--- src/rtl/inst_fetch_unit_if.sv ---
// Instruction-bus handshake between the fetch stage and the bus.
// One-cycle ack qualifies rdata; req holds with a stable addr until ack.
interface inst_fetch_unit_if #(
    parameter int ADDR_W = 32,
    parameter int DATA_W = 32
);
    logic              req;
    logic [ADDR_W-1:0] addr;
    logic              ack;
    logic [DATA_W-1:0] rdata;

    modport master (
        output req,
        output addr,
        input  ack,
        input  rdata
    );

    modport slave (
        input  req,
        input  addr,
        output ack,
        output rdata
    );
endinterface

--- src/rtl/inst_fetch_unit.sv ---
// Instruction fetch stage: owns the PC, runs the bus handshake and
// presents {pc, inst, valid} to IF/ID under control-unit stall/flush.
module inst_fetch_unit #(
    parameter logic [31:0] RESET_PC = 32'h0000_0000,
    parameter int          ADDR_W   = 32,
    parameter int          DATA_W   = 32
) (
    input  logic              clk,
    input  logic              rst,
    input  logic [5:0]        stall_i,
    input  logic              flush_i,
    input  logic [ADDR_W-1:0] new_pc_i,
    input  logic              branch_flag_i,
    input  logic [ADDR_W-1:0] branch_target_i,
    inst_fetch_unit_if.master bus,
    output logic [ADDR_W-1:0] if_pc_o,
    output logic [DATA_W-1:0] if_inst_o,
    output logic              if_valid_o,
    output logic              stallreq_o
);

    typedef enum logic [1:0] {
        FETCH,
        HOLD,
        DISCARD
    } state_e;

    state_e            state_q;
    logic [ADDR_W-1:0] pc_q;
    logic [ADDR_W-1:0] addr_q;
    logic [DATA_W-1:0] buf_q;
    logic [ADDR_W-1:0] pc_d;
    logic              pc_hold;
    logic              unused_stall;

    assign pc_hold      = stall_i[0];
    assign unused_stall = ^stall_i[5:1];

    assign pc_d = branch_flag_i ? branch_target_i
                                : pc_q + ADDR_W'(4);

    always_ff @(posedge clk or negedge rst) begin
        if (!rst) begin
            state_q <= FETCH;
            pc_q    <= ADDR_W'(RESET_PC);
            addr_q  <= ADDR_W'(RESET_PC);
            buf_q   <= '0;
        end else begin
            unique case (state_q)
                FETCH: begin
                    addr_q <= pc_q;
                    if (flush_i) begin
                        pc_q    <= new_pc_i;
                        state_q <= bus.ack ? FETCH : DISCARD;
                    end else if (bus.ack) begin
                        if (pc_hold) begin
                            buf_q   <= bus.rdata;
                            state_q <= HOLD;
                        end else begin
                            pc_q <= pc_d;
                        end
                    end
                end
                HOLD: begin
                    if (flush_i) begin
                        pc_q    <= new_pc_i;
                        state_q <= FETCH;
                    end else if (!pc_hold) begin
                        pc_q    <= pc_d;
                        state_q <= FETCH;
                    end
                end
                DISCARD: begin
                    if (flush_i) begin
                        pc_q <= new_pc_i;
                    end
                    // The orphaned request is over once acked, even under a
                    // fresh flush: pc already holds the newest target.
                    if (bus.ack) begin
                        state_q <= FETCH;
                    end
                end
                default: state_q <= FETCH;
            endcase
        end
    end

    always_comb begin
        bus.req    = 1'b0;
        bus.addr   = '0;
        if_pc_o    = '0;
        if_inst_o  = '0;
        if_valid_o = 1'b0;
        stallreq_o = 1'b0;
        if (rst) begin
            if_pc_o = pc_q;
            unique case (state_q)
                FETCH: begin
                    bus.req    = 1'b1;
                    bus.addr   = pc_q;
                    if_inst_o  = bus.rdata;
                    if_valid_o = bus.ack & ~flush_i;
                    stallreq_o = ~bus.ack;
                end
                HOLD: begin
                    bus.addr   = pc_q;
                    if_inst_o  = buf_q;
                    if_valid_o = ~flush_i;
                end
                DISCARD: begin
                    bus.req    = 1'b1;
                    bus.addr   = addr_q;
                    stallreq_o = 1'b1;
                end
                default: begin
                    bus.req = 1'b0;
                end
            endcase
        end
    end

endmodule
--- src/flat_wrapper.sv ---
// flat-port wrapper written by rule: the top's interface ports become plain ports
module inst_fetch_unit_flat 
#(
    parameter logic [31:0] RESET_PC = 32'h0000_0000,
    parameter int          ADDR_W   = 32,
    parameter int          DATA_W   = 32
)
  (clk, rst, stall_i, flush_i, new_pc_i, branch_flag_i, branch_target_i, if_pc_o, if_inst_o, if_valid_o, stallreq_o, bus_req, bus_addr, bus_ack, bus_rdata);
  inst_fetch_unit_if #(.ADDR_W(ADDR_W), .DATA_W(DATA_W)) bus_i ();
  input  logic clk;
  input  logic rst;
  input  logic [5:0] stall_i;
  input  logic flush_i;
  input  logic [ADDR_W-1:0] new_pc_i;
  input  logic branch_flag_i;
  input  logic [ADDR_W-1:0] branch_target_i;
  output logic [ADDR_W-1:0] if_pc_o;
  output logic [DATA_W-1:0] if_inst_o;
  output logic if_valid_o;
  output logic stallreq_o;
  output wire logic [$bits(bus_i.req)-1:0] bus_req;
  output wire logic [$bits(bus_i.addr)-1:0] bus_addr;
  input wire logic [$bits(bus_i.ack)-1:0] bus_ack;
  input wire logic [$bits(bus_i.rdata)-1:0] bus_rdata;
  assign bus_req = bus_i.req;
  assign bus_addr = bus_i.addr;
  assign bus_i.ack = bus_ack;
  assign bus_i.rdata = bus_rdata;
  inst_fetch_unit #(.RESET_PC(RESET_PC), .ADDR_W(ADDR_W), .DATA_W(DATA_W)) u_core (.clk(clk), .rst(rst), .stall_i(stall_i), .flush_i(flush_i), .new_pc_i(new_pc_i), .branch_flag_i(branch_flag_i), .branch_target_i(branch_target_i), .bus(bus_i), .if_pc_o(if_pc_o), .if_inst_o(if_inst_o), .if_valid_o(if_valid_o), .stallreq_o(stallreq_o));
endmodule
--- config.mk ---
export PLATFORM = sky130hd
export DESIGN_NAME = inst_fetch_unit_flat
export DESIGN_NICKNAME = d
export VERILOG_FILES = /design/src/rtl/inst_fetch_unit_if.sv /design/src/rtl/inst_fetch_unit.sv /design/src/flat_wrapper.sv
export SDC_FILE = /design/constraint.sdc
export NUM_CORES = 1
export LEC_CHECK = 0
export BUFFER_PORTS_ARGS = -buffer_cell sky130_fd_sc_hd__buf_2
export CORE_ASPECT_RATIO = 1.4
export CORE_UTILIZATION = 55
export CTS_CLUSTER_SIZE = 25
export DETAILED_ROUTE_END_ITERATION = 10
export MAX_ROUTING_LAYER = met4
export PLACE_DENSITY = 0.87
export SLEW_MARGIN = 10
export SYNTH_ARGS = -nofsm -noshare
export SYNTH_HDL_FRONTEND = slang
export SYNTH_SLANG_ARGS = --single-unit
--- constraint.sdc ---
create_clock -name clk -period 6.4 [get_ports clk]
set_input_delay 0.32 -clock clk [delete_from_list [all_inputs] [get_ports clk]]
set_output_delay 0.32 -clock clk [all_outputs]
set_load 0.1 [all_outputs]
==> summary.txt <==
Cells and area
  – Layout area overhead: 22.0%
  – Final instance area: 0.00728 sq mm
  – Fin nets: 892
  – Fin cells: 927
  – Fillers: 826
  – Layout cells sized above 1: 37.8%

Placement
  – RePlAce Congestion: 0.897
  – Placed cells: 911
  – Hpwl dp: 11700 um
  – Area post-placement: 0.00699 sq mm
  – IO buf count: 200

Critical path
  – Critical Path Start Type: register
  – Worst EP arrival: 3.06 ns
  – Critical path peak fanout: 38
  – CP top delay family: simple AND/OR/NAND/NOR gates
  – Crit Path Class: reg -> out
  – R2R setup slack: 3.41 ns
  – Cells along the critical path: nor2b_1, and2_1, buf_4, nand2_1, o21ai_0, buf_2
  – Slowest cell on crit path: dfrtp_2
  – Worst setup EP type: output port
  – Bufs and invs on worst path: 2
  – WP data required: 6.08 ns
  – CP peak stage delay: 0.77 ns

Timing
  – Fin crit share: 52.9%
  – FMAX: 296 MHz
  – Skew final: 0.00851 ns
  – Tmin final: 3.38 ns
  – RSZ-0062 raised after global routing: false
  – Final hold slack: 0.00205 ns
  – Slew margin rel.: 14.0%
  – Fin Setup TNS: 0 ns
  – Final Setup Violations: 0
  – Hold Vio Cnt, Final: 0
  – Max Slew Vio Count: 0
  – Slew @ Worst Pin: 1.28 ns

Route
  – Pre-antenna DRT Iters: 5
  – Post-route ant nets: 0
  – Detailed Route WL: 16700 um
  – First DRT Iteration DRCs: 376
  – Routed length per placed instance: 18.1 um
  – DRC viols: 0
  – Via density: 6.03
  – Vias: 5587

Yosys
  – Post-synthesis register bit count: 98
  – Mapped Avg Cell Area: 9.56 sq um
  – Yosys warnings: 0
  – Syn Inst Count: 624
  – Register area share after synthesis: 41.1%
  – Post-synthesis async set-or-reset flop share: 100%
  – Yosys cell types: 57
  – Cell Area, Synth: 0.00597 sq mm
  – Syn Nets: 732
  – Top_reg_cell synth: dfrtp_1
  – Post-synth EDFFs: 0

Pwr
  – Sw Share: 43.8%
  – Power, Total: 2.30 mW
  – Logic pwr share: 39.1%
  – Psw: 1.01 mW
  – PwrDens: 316 mW/mm^2
  – Internal Pwr Total: 1.30 mW
  – Clock power share: 22.8%
  – Worst vdd rail ir drop: 0.180 mV
  – Flop pwr share: 38.1%
  – Cell leakage power: 3.40 nW

Clocking
  – CTS Buf Count: 9
  – CTS root buf: clkbuf_16
  – Clock slew at reported path FFs: 0.06 ns
  – H-tree Lvls: 3
  – # Post-CTS Setup Buffers: 0
  – Clock Path Buffers: 2
  – Clk_lat worst skew: 0.34 ns
  – Post-CTS Hold Buffers: 0
  – Post-CTS Resized: 0
  – CTS tree: built
  – Clock sinks: 98

Global routing
  – GR Util met2: 52.1%
  – Grt ovf: 0
  – Initial antenna violation count: 1
  – Busiest grt layer: met2
  – Total GRT Usage: 30.9%
  – Vias in the first global route: 5638
  – Met1 usage: 34.7%
  – Largest net degree at the start of global routing: 79
  – First-pass GRT wire length: 27200 um
  – Global Route met3 Usage: 5.47%

Die
  – Initial Util: 57.1%
  – Die height: 125 um
  – Core area: 0.0105 sq mm
  – Die Area: 0.0113 sq mm
  – # rows: 44
  – Ports: 206
  – Die span in x: 90.0 um

Flow run
  – Max cap viols: 0

Worst hold path
  – HP Class: in -> async

Run status
  – Status: finished clean
[power groups by stage]
stage / logic [mW] / registers, mW / clock network, mW
floorplan: 0.778 / 0.820 / 0
global placement: 0.879 / 0.870 / 0
detailed placement: 0.900 / 0.885 / 0
CTS: 0.903 / 0.874 / 0.535
global route: 0.945 / 0.896 / 0.554
finish: 0.900 / 0.877 / 0.526
[synthesized netlist by cell type, types with 3 or more instances]
| cell | count | area (sq um) |
|---|---|---|
| nor2_1 | 52 | 195 |
| dfrtp_1 | 98 | 2450 |
| a21oi_1 | 27 | 135 |
| buf_1 | 9 | 33.8 |
| a211oi_1 | 4 | 30.0 |
| nor2b_1 | 4 | 25.0 |
| xor2_1 | 7 | 61.3 |
| nand4_1 | 8 | 50.1 |
| nor3_1 | 16 | 80.1 |
| nand3_1 | 30 | 150 |
| a22o_1 | 26 | 228 |
| a221oi_1 | 3 | 26.3 |
| and3_1 | 5 | 31.3 |
| o211ai_1 | 5 | 37.5 |
| clkbuf_1 | 36 | 135 |
| mux2i_1 | 36 | 360 |
| and2_1 | 34 | 213 |
| o21ai_0 | 25 | 125 |
| inv_1 | 9 | 33.8 |
| buf_2 | 13 | 65.1 |
| a21o_1 | 5 | 37.5 |
| a211o_1 | 7 | 61.3 |
| nand2_1 | 43 | 161 |
| xnor2_1 | 7 | 61.3 |
| mux2_2 | 63 | 709 |
| a31oi_1 | 3 | 18.8 |
| o22ai_1 | 4 | 25.0 |
| a221o_1 | 8 | 80.1 |
[routing by layer]
metal,share of wire (%),vias up
li1,-,2573
met1,38,2702
met2,51,260
met3,6.8,52
met4,4.3,0
met5,0,-
[worst paths after layout]
kind                                                from                       endpoint  depth (start not counted)
setup reg to reg           u_core.state_q[0]$_DFFE_PN0P_    u_core.pc_q[31]$_DFFE_PN0P_                          5
max in group asynchronous                            rst    u_core.pc_q[31]$_DFFE_PN0P_                          2
min in group clk                           bus_rdata[22]   u_core.buf_q[22]$_DFFE_PN0P_                          2
hold reg to reg              u_core.buf_q[4]$_DFFE_PN0P_    u_core.buf_q[4]$_DFFE_PN0P_                          1
setup / recovery           u_core.state_q[0]$_DFFE_PN0P_                   bus_addr[24]                          6
hold / removal                                       rst  u_core.addr_q[13]$_DFFE_PN0P_                          1
[per-stage QoR]
step	setup slack, ns	utilization, %
floorplan	1.86	-
global placement	3.37	66.8
detailed placement	3.32	66.8
CTS	2.99	69.6
global route	2.79	69.6
finish	3.02	69.6
[registers in the layout, indices dropped and copies added, names as in the netlist]
signal          flops
u_core.addr_q      32
u_core.state_q      2
u_core.buf_q       32
u_core.pc_q        32
[logic make-up after synthesis]
family / synth area share (%)
simple gates: 18.3
compound gates: 15.7
mux: 18.1
flops: 41.1
buf+inv: 4.49
xor+xnor: 2.05
fa+ha+maj: 0.210
[cells in the final DEF (no fill, tap or decap), types with 3 or more instances in the layout]
| cell type | netlist | layout |
|---|---|---|
| a211o_1 | 7 | 7 |
| a211oi_1 | 4 | 4 |
| a21o_1 | 5 | 5 |
| a21oi_1 | 27 | 26 |
| a221o_1 | 8 | 8 |
| a221oi_1 | 3 | 3 |
| a22o_1 | 26 | 26 |
| a31oi_1 | 3 | 3 |
| and2_1 | 34 | 34 |
| and3_1 | 5 | 5 |
| buf_2 | 13 | 199 |
| buf_4 | 0 | 8 |
| clkbuf_16 | 0 | 9 |
| clkbuf_8 | 0 | 4 |
| dfrtp_1 | 98 | 97 |
| inv_1 | 9 | 9 |
| mux2_2 | 63 | 63 |
| mux2i_1 | 36 | 36 |
| nand2_1 | 43 | 43 |
| nand3_1 | 30 | 30 |
| nand4_1 | 8 | 8 |
| nor2_1 | 52 | 50 |
| nor2b_1 | 4 | 3 |
| nor3_1 | 16 | 16 |
| o211ai_1 | 5 | 5 |
| o21ai_0 | 25 | 25 |
| o22ai_1 | 4 | 4 |
| or2_1 | 2 | 3 |
| xnor2_1 | 7 | 7 |
| xor2_1 | 7 | 7 |
[layout make-up]
cell class	instances	area (sq um)	area share, %
inverters	9	33.8	0.464
well taps	138	173	2.37
multi-input cells	459	3270	44.9
clock buffers	14	284	3.90
diodes	1	2.50	0.0344
flip-flops and latches	98	2450	33.7
clock inverters	1	7.51	0.103
repair buffers	207	1060	14.5
(Power assumes the default switching activity.)
